<file path="src/rtl/number_finder.sv">
// number_finder: scans candidates 0..31 and offers, in ascending order, every
// candidate whose divisibility property vector equals the latched pattern.
// Each match is offered with a valid/ready handshake. A one-cycle done pulse
// marks the end of the scan.
// Optional feature: define MATCH_COUNT_EN to add the match_count port, which
// counts the matches accepted in the current or last scan.
module number_finder (
  input  logic       clk,
  input  logic       reset,
  input  logic [4:0] pattern,
  input  logic       start,
  output logic [4:0] num_out,
  output logic       out_valid,
  input  logic       out_ready,
  output logic       busy,
  output logic       done
`ifdef MATCH_COUNT_EN
  ,
  output logic [5:0] match_count
`endif
);

  typedef enum logic [1:0] {
    IDLE = 2'd0,
    SCAN = 2'd1,
    HOLD = 2'd2,
    FIN  = 2'd3
  } state_t;

  state_t     state_r;
  logic [4:0] cand_r;
  logic [4:0] pat_r;
  logic       match_s;
  logic       last_s;

  // Property vector of candidate n:
  // bit4 = even, bit3 = mult of 3, bit2 = mult of 4, bit1 = mult of 5,
  // bit0 = mult of 30. Zero is a multiple of everything, so it gives 5'b11111.
  function automatic logic [4:0] props(input logic [4:0] n);
    logic [4:0] p;
    p[4] = ((n % 5'd2)  == 5'd0);
    p[3] = ((n % 5'd3)  == 5'd0);
    p[2] = ((n % 5'd4)  == 5'd0);
    p[1] = ((n % 5'd5)  == 5'd0);
    p[0] = ((n % 5'd30) == 5'd0);
    return p;
  endfunction

  // Match and end-of-range decode for the current candidate.
  always_comb begin
    match_s = (props(cand_r) == pat_r);
    last_s  = (cand_r == 5'd31);
  end

  // Scan controller. All outputs are registered. done rises in the cycle after
  // FIN, which is the first IDLE cycle, with busy already low. The candidate
  // counter is only incremented when it is below 31, so it never wraps.
  always_ff @(posedge clk or posedge reset) begin
    if (reset) begin
      state_r     <= IDLE;
      cand_r      <= 5'd0;
      pat_r       <= 5'd0;
      num_out     <= 5'd0;
      out_valid   <= 1'b0;
      done        <= 1'b0;
      busy        <= 1'b0;
`ifdef MATCH_COUNT_EN
      match_count <= 6'd0;
`endif
    end else begin
      done <= 1'b0;
      case (state_r)
        IDLE: begin
          if (start) begin
            pat_r   <= pattern;
            cand_r  <= 5'd0;
            busy    <= 1'b1;
            state_r <= SCAN;
`ifdef MATCH_COUNT_EN
            match_count <= 6'd0;
`endif
          end else begin
            state_r <= IDLE;
          end
        end
        SCAN: begin
          if (match_s) begin
            num_out   <= cand_r;
            out_valid <= 1'b1;
            state_r   <= HOLD;
          end else if (last_s) begin
            state_r <= FIN;
          end else begin
            cand_r <= cand_r + 5'd1;
          end
        end
        HOLD: begin
          // num_out and out_valid are untouched until the consumer accepts.
          if (out_ready) begin
            out_valid <= 1'b0;
`ifdef MATCH_COUNT_EN
            match_count <= match_count + 6'd1;
`endif
            if (last_s) begin
              state_r <= FIN;
            end else begin
              cand_r  <= cand_r + 5'd1;
              state_r <= SCAN;
            end
          end else begin
            state_r <= HOLD;
          end
        end
        FIN: begin
          done    <= 1'b1;
          busy    <= 1'b0;
          state_r <= IDLE;
        end
        default: begin
          out_valid <= 1'b0;
          busy      <= 1'b0;
          state_r   <= IDLE;
        end
      endcase
    end
  end

endmodule

</file>
<file path="config.mk">
export PLATFORM = sky130hd
export DESIGN_NAME = number_finder
export DESIGN_NICKNAME = d
export VERILOG_FILES = /design/src/rtl/number_finder.sv
export SDC_FILE = /design/constraint.sdc
export NUM_CORES = 1
export LEC_CHECK = 0
export CELL_PAD_IN_SITES_DETAIL_PLACEMENT = 0
export CELL_PAD_IN_SITES_GLOBAL_PLACEMENT = 1
export CORE_MARGIN = 5
export CORE_UTILIZATION = 45
export CTS_CLUSTER_DIAMETER = 40
export DETAILED_ROUTE_END_ITERATION = 6
export HOLD_SLACK_MARGIN = 0.03
export PLACE_DENSITY_LB_ADDON = 0.1
export SLEW_MARGIN = 5
export SYNTH_ARGS = -nofsm -noshare
export SYNTH_HDL_FRONTEND = slang
export SYNTH_SLANG_ARGS = --single-unit
</file>
<file path="constraint.sdc">
create_clock -name clk -period 6.3 [get_ports clk]
set_input_delay 0.63 -clock clk [delete_from_list [all_inputs] [get_ports clk]]
set_output_delay 0.63 -clock clk [all_outputs]
set_load 0.01 [all_outputs]
</file>
**Word-level counts from Yosys, hierarchy flattened**

Index checks and enable logic that the tools add are counted.

- Word-level logic and storage cells: 52
- Register bits: 20

- Reductions and logical operators: 14
- Div/mod/pow operators: 3
- Muxes and demuxes: 17
- Add/subtract/negate cells: 1
- Equal/unequal tests: 10

Operator list:

| operator | number |
|---|---|
| logical NOT 5 bit | 5 |
| two-way mux 5 bit | 4 |
| one-hot mux 5 bit (3 select lines) | 1 |
| two-way mux 2 bit | 4 |
| != test 2 bit, second input constant | 4 |
| one-hot mux 2 bit (4 select lines) | 1 |
| AND reduction 2 bit | 3 |
| adder 5 x 1 -> 5 bit, second input constant | 1 |
| == test 5 bit | 1 |
| == test 5 bit, second input constant | 1 |
| modulo 5 x 2 -> 5 bit, second input constant | 1 |
| modulo 5 x 3 -> 5 bit, second input constant | 1 |
| modulo 5 x 5 -> 5 bit, second input constant | 1 |
| two-way mux 1 bit | 5 |
| == test 2 bit, second input constant | 2 |
| one-hot mux 1 bit (2 select lines) | 2 |
| AND reduction 4 bit | 1 |
| nonzero test 2 bit | 2 |
| != test 3 bit, second input constant | 1 |
| AND reduction 3 bit | 1 |
| nonzero test 3 bit | 1 |
| == test 2 x 1 -> 1 bit, second input constant | 1 |
| logical NOT 2 bit | 1 |

**Logic depth before layout (Yosys ltp)**

Gate-level depths: netlist of run 1.

- Word-level depth: 5
- Depth in mapped cells: 21
- Gate-level depth less buffers: 18

**Worst setup path before layout of run 1**

OpenSTA, ideal clock, no wires.

- Path kind: register to register
- From: register cand_r[2]
- To: register state_r[0]
- Required time: 6.177 ns
- Setup time: 0.123 ns
- Arrival time: 4.669 ns
- Setup slack: 1.508 ns
- Period minus slack after synthesis: 4.792 ns
- Cell stages (with the launch flop): 19
- Cells stage by stage: dfrtp_1 > inv_1 > clkbuf_1 > ha_1 > or2_2 > ha_1 > mux2_2 > a211oi_1 > o21ai_0 > a32oi_4 > xnor2_1 > ha_1 > and3b_1 > and2b_1 > o21ai_1 > a32oi_2 > mux2_2 > or2_1 > o221a_1

- Cells in the longest elaborated chain, start to end: 5

RTL lines:

| item | RTL line | RTL |
|---|---|---|
| start: declaration | 31 | `logic [4:0] cand_r;` |
| start signal: assignment | 94 | `cand_r <= cand_r + 5'd1;` |
| start signal: assignment | 107 | `cand_r <= cand_r + 5'd1;` |
| modulo 5 x 5 -> 5 bit, or another cell as far along | 45 | `p[0] = ((n % 5'd30) == 5'd0);` |
| logical NOT 5 bit, on equally long branches | 45, 42, 44 |  |
| == test 5 bit | 51 | `match_s = (props(cand_r) == pat_r);` |
| two-way mux 2 bit | 87 | `if (match_s) begin` |
| one-hot mux 2 bit (4 select lines) | 72 | `case (state_r)` |
| end signal: assignment | 78 | `state_r <= SCAN;` |
| end signal: assignment | 90 | `state_r <= HOLD;` |
| end signal: assignment | 92 | `state_r <= FIN;` |
| end: declaration | 30 | `state_t state_r;` |

Parallel ways exist; a longest one is shown, timed or not.
A chain may end at the register's enable or synchronous reset.

**Worst setup path in the final report of run 1**

Ends and elaborated chain as after synthesis.

==> metrics.md, run 1 <==
| Metric | Value |
|---|---|
| Simple logic cell fraction of the synthesized area | `20.8%` |
| Io pins | `17` |
| Clock Sinks | `20` |
| Row count | `24` |
| Final period util | `approximately 82%` |
| Count leader, synth | `nand2_1` |
| EDFF count, synth | `0` |
| P_sw | `around 0.4 mW` |
| DR vias/cell | `about 5.9` |
| Outcome | `complete, no violations` |
| Post-Syn Instances | `approximately 230` |
| Fin Clk Skew | `0.00162 ns` |
| Tightest Hold Check Type | `reg2reg` |
| WS Path Type | `reg2reg` |
| Post-Place Worst Slack | `approximately 1.1 ns` |
| Met1 WL | `between 2000 and 2500 um` |
| Multiplexer share of the synthesized area | `7.94%` |
| Net Sw Frac | `a little over two fifths` |
| Initial DRC count | `roughly 100` |
| Die width | `just under 80 um` |
| Worst slew pin tran | `0.797 ns` |
| Postcts setup bufs | `0` |
| Mean Syn Cell Area | `8.76 um^2` |
| Crit path launch type | `flip-flop` |
| Worst EP arrival | `~5.3 ns` |
| Main area contributors after synthesis | `dfrtp_1, ha_1, o21ai_0` |
| First-pass GRT wire length | `between 8000 and 9000 um` |
| Skew-Pair Late Insertion Delay | `about 0.26 ns` |
| Cts hold-fix bufs | `0` |
| Metal3 WL | `between 200 and 250 um` |
| Largest net degree at the start of global routing | `21` |
| CP endpoint kind | `flip-flop` |
| Slowest Stage Delay on Critical Path | `about 0.71 ns` |
| R2R cell count | `17` |
| Worst Path Required | `around 6.5 ns` |
| Post-synthesis net count | `between 200 and 300` |
| Max layer used | `met3` |
| Slew Limit Fails | `0` |
| Leakage | `around 0.95 nW` |
| Clk pwr share | `between 10% and 20%` |
| Worst path slowest cell | `dfrtp_1` |
| Post-CTS Resized | `0` |
| Combinational share of power | `about three fifths` |
| Post-synthesis cell type count | `65` |
| Final Power | `roughly 0.9 mW` |
| Int Power | `around 0.52 mW` |
| Total gr overflow | `0` |
| Synth Area in XOR/XNOR | `3.69%` |
| Layout cell share with drive strength beyond 1 | `roughly 11%` |
| Synth Flop Type | `dfrtp_1` |
| Synth Area in Adders | `12.3%` |
| Max Freq | `193 MHz` |
| RSZ-0062 raised after global routing | `no` |
| Final Net Count | `277` |
| Pwr per Cell Area | `roughly 400 nW/um^2` |
| Async SR Flop Fraction | `100%` |
| Final setup viols | `0` |
| Hold Startpoint | `num_out[2]` |
| Max Cap Viol | `0` |
| DRT antenna net count | `0` |
| Number of global-route vias before repair | `1657` |
| Cell family with most CP delay | `compound AO/OA/AOI/OAI gates` |
| Sequential power share | `25.1%` |
| Final worst path period need | `between 5 and 6 ns` |
| Post-synth top cells | `nand2_1, o21ai_0, dfrtp_1, ha_1, inv_1` |
| Detailed Route WL | `4810 um` |
| Clock Path Buffers | `2` |
| Port Buffers | `16` |
| Routability Congestion | `0.843` |
| DR WL met2 | `between 2000 and 2500 um` |
| Sequential area share after synthesis | `approximately 25%` |
| Final HPWL DP | `3610 um` |
| Top-area cell type share of the netlist area | `24.6%` |
| Post-synthesis compound-gate area fraction | `around 26%` |
| Reg2reg end | `state_r[0]` |
| Hold Path Depth | `2` |
| GRT Util Overall | `approximately 16%` |
| Cells along the critical path | `inv_1, ha_1, or2_2, ha_1, mux2_2, a211oi_1, o21ai_0, a32oi_4, xnor2_1, ha_1, and3b_1, and2b_1, o21ai_1, a32oi_2, mux2_2, or2_1, o221a_1` |
| H-tree depth | `1` |
| Final setup margin | `about 1.1 ns` |
| Height of the die | `~77 um` |
| Mapped Area | `just over 2000 um^2` |
| Final Hold Viols | `0` |
| Setup tns final | `0 ns` |
| Synth Warn # | `0` |
| VDD IR max | `~0.00028 V` |
| Core footprint | `about 4400 um^2` |
| Antenna violations before repair | `0` |
| Clock-pin slew on the worst setup and hold paths | `around 0.08 ns` |
| CP Buf/Inv Count | `1` |
| CP most frequent cell | `ha_1` |
| Cell taking the most area after synthesis | `dfrtp_1` |
| Area delta synth->final | `13.9%` |
| Hold EP | `num_out[2]` |
| Relative slew slack | `46.8%` |
| CTS Buf Count | `3` |
| CP max FO | `19` |
| CTS root buffer | `clkbuf_8` |
| WP depth | `17` |
| DRC | `0` |
| Flop-to-flop setup slack | `~1.1 ns` |
| Starting Density | `a little under half` |
| CTS tree | `yes` |
| WL per Instance | `16.1 um` |
| Via count | `roughly 1800` |
| ANT cells | `0` |
| Drt first pass iters | `5` |
| Worst reg2reg path startpoint | `cand_r[2]` |
| Yosys reg bits | `20` |
| Die ar. | `a little under 6000 um^2` |
| Largest family of logic cells by synthesized area | `compound AO/OA/AOI/OAI gates` |
[per-layer routing]
layer	vias up	global-route usage (%)
li1	903	-
met1	822	23.3
met2	43	26.2
met3	0	2.69
met4	0	1.55
met5	-	0
[kinds of logic (layout without fill, tap and decap cells)]
| logic type | after synthesis | after routing |
|---|---|---|
| buf+inv | 22 | 37 |
| xor+xnor | 7 | 7 |
| mux | 13 | 13 |
| simple gates | 77 | 77 |
| flops | 20 | 20 |
| fa+ha+maj | 20 | 20 |
| compound gates | 73 | 73 |
[layout make-up]
class,count,area [um^2]
Inverter,13,48.8
Fill cell,407,2040
Clock buffer,3,41.3
Multi-Input combinational cell,190,1440
Timing Repair Buffer,20,190
Sequential cell,20,500
Clock inverter,1,30.0
Tap cell,52,65.1
[tightest hold or removal path, delay by kind of cell (launching register included)]
family | cells | cell delay [ns]
DFF | 1 | 0.35
AOI/OAI and AO/OA | 1 | 0.06
and+or+nand+nor | 1 | 0.05
[metrics by stage]
step / util [%] / cells / hold slack, ns / cell area, um^2
after CTS: 53.1 / 299 / 0.495 / 2310
after global placement: 51.5 / 295 / 0.473 / 2240
after detailed placement: 51.5 / 295 / 0.476 / 2240
after floorplan: - / 232 / 0.496 / 2030
after global routing: 53.1 / 299 / 0.533 / 2310
final: 53.1 / 299 / 0.490 / 2310
[worst max path at each step]
stage                   start         end  slack, ns
finish              cand_r[2]  state_r[0]       1.13
global route        cand_r[2]   cand_r[0]       0.68
CTS                 cand_r[2]  state_r[0]       1.08
detailed placement  cand_r[2]  state_r[0]       1.12
global placement    cand_r[2]  state_r[0]       1.27
floorplan           cand_r[2]  state_r[0]       1.51
[state kept, by name, summed over array words and instances (netlist names)]
register and flops:
cand_r 5, num_out 5, pat_r 5, state_r 2, busy 1, done 1
out_valid 1
[cells in the final DEF (no fill, tap or decap), types with 3 or more instances in the layout]
master           netlist  final
mux2_2                 8      8
nor3_1                 4      4
xnor2_1                4      4
nand2b_1               3      3
nor2b_1                3      3
dfrtp_1               20     20
buf_4                  0      4
nor2_1                 8      8
inv_1                 12     12
nand3b_1               4      4
nand2_1               23     23
nand4_1                5      5
ha_1                  20     20
or2_2                  3      3
nand3_1                7      7
o21ai_0               21     21
o211ai_1               5      5
a31oi_1                8      8
clkdlybuf4s50_1        0     16
a21oi_1                8      8
clkbuf_8               0      3
[power by group through the flow]
stage	Combinational, mW	Clock, mW	Sequential [mW]
6_report	0.559	0.131	0.232
5_1_grt	0.620	0.141	0.241
3_3_place_gp	0.555	0	0.234
3_5_place_dp	0.557	0	0.235
4_1_cts	0.562	0.135	0.232
2_1_floorplan	0.421	0	0.220
No activity file was read; power rests on OpenSTA's default activity.
==> run 2: changes to the inputs <==
Clock period 6.3 ns to 4.9 ns, I/O delays scaled along.
==> run 2 against run 1 <==
Net effect: critical path depth shrank 1; combinational power grew 40%; clock-buffer cell count is the same; core utilization grew 1.4 points; sequential share of layout area shrank 0.57 points; clock power grew 28%; via count grew 2.0%; design area grew 2.7%; largest cell class unchanged; highest routed layer is now met4.
==> metrics.md, run 2 (same netlist as run 1, synthesis figures left out) <==
| Metric | Value |
|---|---|
| DR WL met2 | `about 2300 um` |
| Layout Cells excl Fill | `just over 300` |
| Clock-pin slew on the worst setup and hold paths | `0.08 ns` |
| Core footprint | `4350 um^2` |
| Commonest non-fill, non-tap cells in the layout | `nand2_1, o21ai_0, ha_1, dfrtp_1, clkdlybuf4s50_1` |
| Cells along the critical path | `ha_1, or2_2, ha_1, a311o_1, and3_2, mux2_4, a32oi_4, xnor2_1, ha_1, and3b_1, and2b_1, o21ai_1, a32oi_2, mux2_2, or2_1, o221a_1` |
| Initial DRC count | `a little under 100` |
| Hold Path Depth | `2` |
| Die width | `between 70 and 80 um` |
| Clk pwr share | `between 10% and 20%` |
| Starting Density | `between 40% and 50%` |
| Final period util | `95.8%` |
| Worst Path Required | `approximately 5.1 ns` |
| Fill count | `398` |
| Worst slew pin tran | `0.771 ns` |
| First-pass GRT wire length | `approximately 8300 um` |
| CP max FO | `6` |
| Clock Sinks | `20` |
| Final worst path period need | `roughly 4.7 ns` |
| ANT cells | `0` |
| Max Freq | `around 210 MHz` |
| Final Net Count | `284` |
| Tightest Hold Check Type | `reg2reg` |
| CTS Buf Count | `3` |
| Largest net degree at the start of global routing | `21` |
| Height of the die | `77.2 um` |
| Most common cell after layout, fill and taps aside | `nand2_1` |
| Sequential power share | `between 20% and 30%` |
| RSZ-0062 raised after global routing | `no` |
| WL per Instance | `around 16 um` |
| Via count | `approximately 1800` |
| CTS tree | `yes` |
| Die ar. | `a little under 6000 um^2` |
| WS Path Type | `reg2reg` |
| Routability Congestion | `~0.87` |
| Number of global-route vias before repair | `1686` |
| P_sw | `about 0.52 mW` |
| Leakage | `0.990 nW` |
| Worst EP arrival | `between 4 and 5 ns` |
| Clock Path Buffers | `2` |
| Met1 WL | `about 2400 um` |
| R2R cell count | `16` |
| Final HPWL DP | `~3800 um` |
| Postcts setup bufs | `0` |
| Flop-to-flop setup slack | `around 0.21 ns` |
| Skew-Pair Late Insertion Delay | `0.26 ns` |
| DR vias/cell | `roughly 6` |
| Pwr per Cell Area | `about 510 nW/um^2` |
| Area delta synth->final | `16.9%` |
| CTS root buffer | `clkbuf_8` |
| Setup tns final | `0 ns` |
| Combinational share of power | `64.0%` |
| Metal3 WL | `between 100 and 150 um` |
| GRT Util Overall | `between 15 and 20%` |
| Register area | `approximately 500 um^2` |
| CP Buf/Inv Count | `0` |
| H-tree depth | `1` |
| Slowest Stage Delay on Critical Path | `between 0.4 and 0.5 ns` |
| DP Cell Count | `302` |
| Row count | `24` |
| Cell family with most CP delay | `compound AO/OA/AOI/OAI gates` |
| Max layer used | `met4` |
| DRT antenna net count | `0` |
| DRC | `0` |
| Post-CTS Resized | `0` |
| Antenna violations before repair | `0` |
| VDD IR max | `roughly 0.00024 V` |
| CP most frequent cell | `ha_1` |
| Top Registers | `cand_r (5), num_out (5), pat_r (5)` |
| Relative slew slack | `between 40% and 50%` |
| Outcome | `complete, no violations` |
| Post-Place Worst Slack | `roughly 0.23 ns` |
| Int Power | `roughly 0.7 mW` |
| Cts hold-fix bufs | `0` |
| Crit path launch type | `flip-flop` |
| Final setup viols | `0` |
| Io pins | `17` |
| Final Hold Viols | `0` |
| WHS | `0.489 ns` |
| CP endpoint kind | `flip-flop` |
| Drt first pass iters | `4` |
| Hold EP | `num_out[4]` |
| Fin Clk Skew | `between 0.001 and 0.0015 ns` |
| Port Buffers | `16` |
| Hold Startpoint | `num_out[4]` |
| Net Sw Frac | `between 40% and 50%` |
| Layout cell share with drive strength beyond 1 | `14.2%` |
| Footprint of the multi-input gates | `1450 um^2` |
| Detailed Route WL | `about 4900 um` |
| Max Cap Viol | `0` |
| Slew Limit Fails | `0` |
| Total gr overflow | `0` |
| Final setup margin | `~0.21 ns` |
| Reg2reg end | `state_r[0]` |
| Worst path slowest cell | `dfrtp_1` |
| Worst reg2reg path startpoint | `cand_r[3]` |
| Final Power | `roughly 1.2 mW` |
run 2: cell types whose count changed in the layout (fill, tap and decap cells not counted), sizes merged:
cell	before	now
buf	4	11
run 2: per-layer routing:
metal	track usage (%)	up-vias
li1	-	927
met1	23.4	847
met2	26.9	24
met3	3.04	6
met4	2.75	0
met5	0	-
run 2: worst max-delay path by stage:
stage / start / endpoint / slack (ns) / depth (start not counted)
finish: cand_r[3] / state_r[0] / 0.21 / 16
global placement: cand_r[3] / state_r[0] / 0.37 / 16
floorplan: cand_r[2] / state_r[0] / 0.11 / 18
detailed placement: cand_r[3] / cand_r[3] / 0.23 / 17
CTS: cand_r[3] / cand_r[3] / 0.22 / 17
global route: cand_r[3] / state_r[0] / 0.006 / 16
run 2: power by group through the flow:
| stage | combinational [mW] | sequential (mW) | clock (mW) |
|---|---|---|---|
| finish | 0.780 | 0.271 | 0.168 |
| global route | 0.858 | 0.282 | 0.178 |
| CTS | 0.771 | 0.272 | 0.171 |
| detailed placement | 0.766 | 0.275 | 0 |
| global placement | 0.772 | 0.276 | 0 |
| floorplan | 0.541 | 0.282 | 0 |
run 2: through the flow:
step	area [um^2]	utilization [%]
finish	2380	54.6
global route	2380	54.6
CTS	2370	54.3
detailed placement	2290	52.7
global placement	2290	52.7
floorplan	2030	-
run 2: layout make-up:
type                    count  share of cell area [%]
clock buffers               3                    1.74
clock inverters             1                    1.26
flip-flops and latches     20                    21.1
inverters                  13                    2.05
well taps                  52                    2.74
repair buffers             27                    10.2
multi-input cells         190                    60.9
run 2: tightest hold or removal path: stages, from the launching register on:
cell	delay [ns]
dfrtp_1	0.35
nand2_1	0.04
o21ai_0	0.06
==> run 3: changes to the inputs <==
Settings changed: CORE_UTILIZATION 45 to 51, CTS_BUF_LIST set to sky130_fd_sc_hd__clkbuf_4, DONT_BUFFER_PORTS set to 1, SLEW_MARGIN 5 to unset.
==> run 3 against run 2 <==
Net effect: global-route usage is 1.9 points higher; clock skew is 0.0013 ns higher; routed wire length hardly changed; sequential power is 5% higher; non-clock buffer count is 17 lower; die area is 10% lower; design area is 9.4% lower; clock-buffer cell count stayed put; highest routed layer unchanged.
==> metrics.md, run 3 (same netlist as run 1, synthesis figures left out) <==
| Metric | Value |
|---|---|
| Outcome | `complete, no violations` |
| Setup tns final | `0 ns` |
| Pwr per Cell Area | `roughly 500 nW/um^2` |
| Antenna violations before repair | `0` |
| Fin Clk Skew | `about 0.0027 ns` |
| DR vias/cell | `approximately 6.4` |
| Clock Path Buffers | `2` |
| Worst Path Required | `~5 ns` |
| Layout cell share with drive strength beyond 1 | `roughly 14%` |
| CP max FO | `5` |
| Final worst path period need | `4.74 ns` |
| First-pass GRT wire length | `8110 um` |
| Port Buffers | `0` |
| Starting Density | `51.5%` |
| Via count | `1828` |
| DR WL met2 | `about 2400 um` |
| Final period util | `about 97%` |
| VDD IR max | `0.000371 V` |
| Tightest Hold Check Type | `in2async` |
| Postcts setup bufs | `0` |
| WHS | `0.196 ns` |
| ANT cells | `0` |
| Routability Congestion | `slightly above 0.8` |
| Final Hold Viols | `0` |
| Clock Sinks | `20` |
| Fill count | `~380` |
| Detailed Route WL | `between 4000 and 5000 um` |
| Worst path slowest cell | `a311o_1` |
| Reg2reg end | `state_r[0]` |
| Clock-pin slew on the worst setup and hold paths | `0.11 ns` |
| Area delta synth->final | `5.97%` |
| Top Registers | `cand_r (5), num_out (5), pat_r (5)` |
| Number of global-route vias before repair | `approximately 1800` |
| Final setup viols | `0` |
| Flop-to-flop setup slack | `about 0.16 ns` |
| WL per Instance | `17.1 um` |
| Max Cap Viol | `0` |
| CTS tree | `yes` |
| Drt first pass iters | `4` |
| Metal3 WL | `around 190 um` |
| Skew-Pair Late Insertion Delay | `just under 0.3 ns` |
| Register area | `~500 um^2` |
| Final HPWL DP | `3720 um` |
| Row count | `23` |
| Core footprint | `a little under 4000 um^2` |
| RSZ-0062 raised after global routing | `no` |
| CP endpoint kind | `flip-flop` |
| Commonest non-fill, non-tap cells in the layout | `nand2_1, o21ai_0, ha_1, dfrtp_1, inv_1` |
| CP most frequent cell | `ha_1` |
| Total gr overflow | `0` |
| H-tree depth | `1` |
| R2R cell count | `17` |
| Worst reg2reg path startpoint | `cand_r[2]` |
| Slew Limit Fails | `0` |
| Final core occ | `between 50% and 60%` |
| DP Cell Count | `283` |
| Most common cell after layout, fill and taps aside | `nand2_1` |
| CTS Buf Count | `3` |
| Crit path launch type | `flip-flop` |
| CTS root buffer | `clkbuf_4` |
| Die ar. | `5350 um^2` |
| Final Net Count | `approximately 270` |
| Leakage | `about 0.9 nW` |
| Max layer used | `met4` |
| GRT Util Overall | `roughly 19%` |
| Largest net degree at the start of global routing | `21` |
| DRC | `0` |
| Met1 WL | `between 2000 and 2500 um` |
| Final Cell Area | `approximately 2200 um^2` |
| Placed Area | `between 2000 and 2500 um^2` |
| Io pins | `17` |
| Initial DRC count | `120` |
| Max Freq | `around 210 MHz` |
| Die width | `approximately 73 um` |
| Worst slew pin tran | `approximately 0.73 ns` |
| DRT antenna net count | `0` |
| Footprint of the multi-input gates | `between 1000 and 1500 um^2` |
| Worst EP arrival | `approximately 4.9 ns` |
| Relative slew slack | `between 50% and 60%` |
| Slowest Stage Delay on Critical Path | `roughly 0.40 ns` |
| Layout Cells excl Fill | `about 290` |
| Cells along the critical path | `inv_1, ha_1, or2_2, ha_1, a311o_1, and3_1, mux2_4, a32oi_4, xnor2_1, ha_1, and3b_1, a31oi_1, o21ai_1, a32oi_2, mux2_2, or2_1, o221a_1` |
| Height of the die | `73.1 um` |
| WS Path Type | `reg2reg` |
-- run 3: changes by cell type in the layout (fill, tap and decap cells not counted), sizes merged --
cell	delta
clkdlybuf4s50	-16
buf	-1
bufinv	-1
-- run 3: layout make-up --
type                    instances  share of cell area (%)
inverters                      13                    2.27
multi-input cells             190                    67.1
repair buffers                 10                    3.49
clock buffers                   3                    1.05
flip-flops and latches         20                    23.2
well taps                      50                    2.91
-- run 3: critical path: cells and delay by family (launching register included) --
kind | cells | cell delay (ns)
AOI/OAI and AO/OA | 6 | 1.49
adders and majority gates | 3 | 0.71
muxes | 2 | 0.75
xor gates and xnor gates | 1 | 0.17
and+or+nand+nor | 4 | 1.05
DFF | 1 | 0.39
buffers and inverters | 1 | 0.07
-- run 3: layer usage --
layer  global-route usage [%]  vias to the layer above
li1                         -                      888
met1                     25.1                      886
met2                     30.2                       48
met3                     2.34                        6
met4                     6.35                        0
met5                        0                        -
-- run 3: how the worst max path moves through the flow --
stage	to	startpoint	slack [ns]	cells after the start
detailed placement	state_r[0]	cand_r[2]	0.24	17
CTS	state_r[0]	cand_r[2]	0.21	17
finish	state_r[0]	cand_r[2]	0.16	17
global route	state_r[0]	cand_r[2]	0.003	17
floorplan	state_r[0]	cand_r[2]	0.11	18
global placement	state_r[0]	cand_r[3]	0.38	16
-- run 3: report_power, final --
part	switching (mW)	internal, mW
logic	0.398	0.315
registers	0.0594	0.226
clock network	0.0468	0.0286
-- run 3: through the flow --
stage | setup slack [ns] | power [mW]
final | 0.158 | 1.07
after global routing | 0.00254 | 1.17
after CTS | 0.207 | 1.07
after detailed placement | 0.237 | 0.993
after global placement | 0.380 | 0.973
after floorplan | 0.108 | 0.824
-- run 3: repair_timing --
item / in CTS / in global routing
setup endpoints to repair: 0 / 1
hold buffers: 0 / 0
resized for setup: 0 / 1
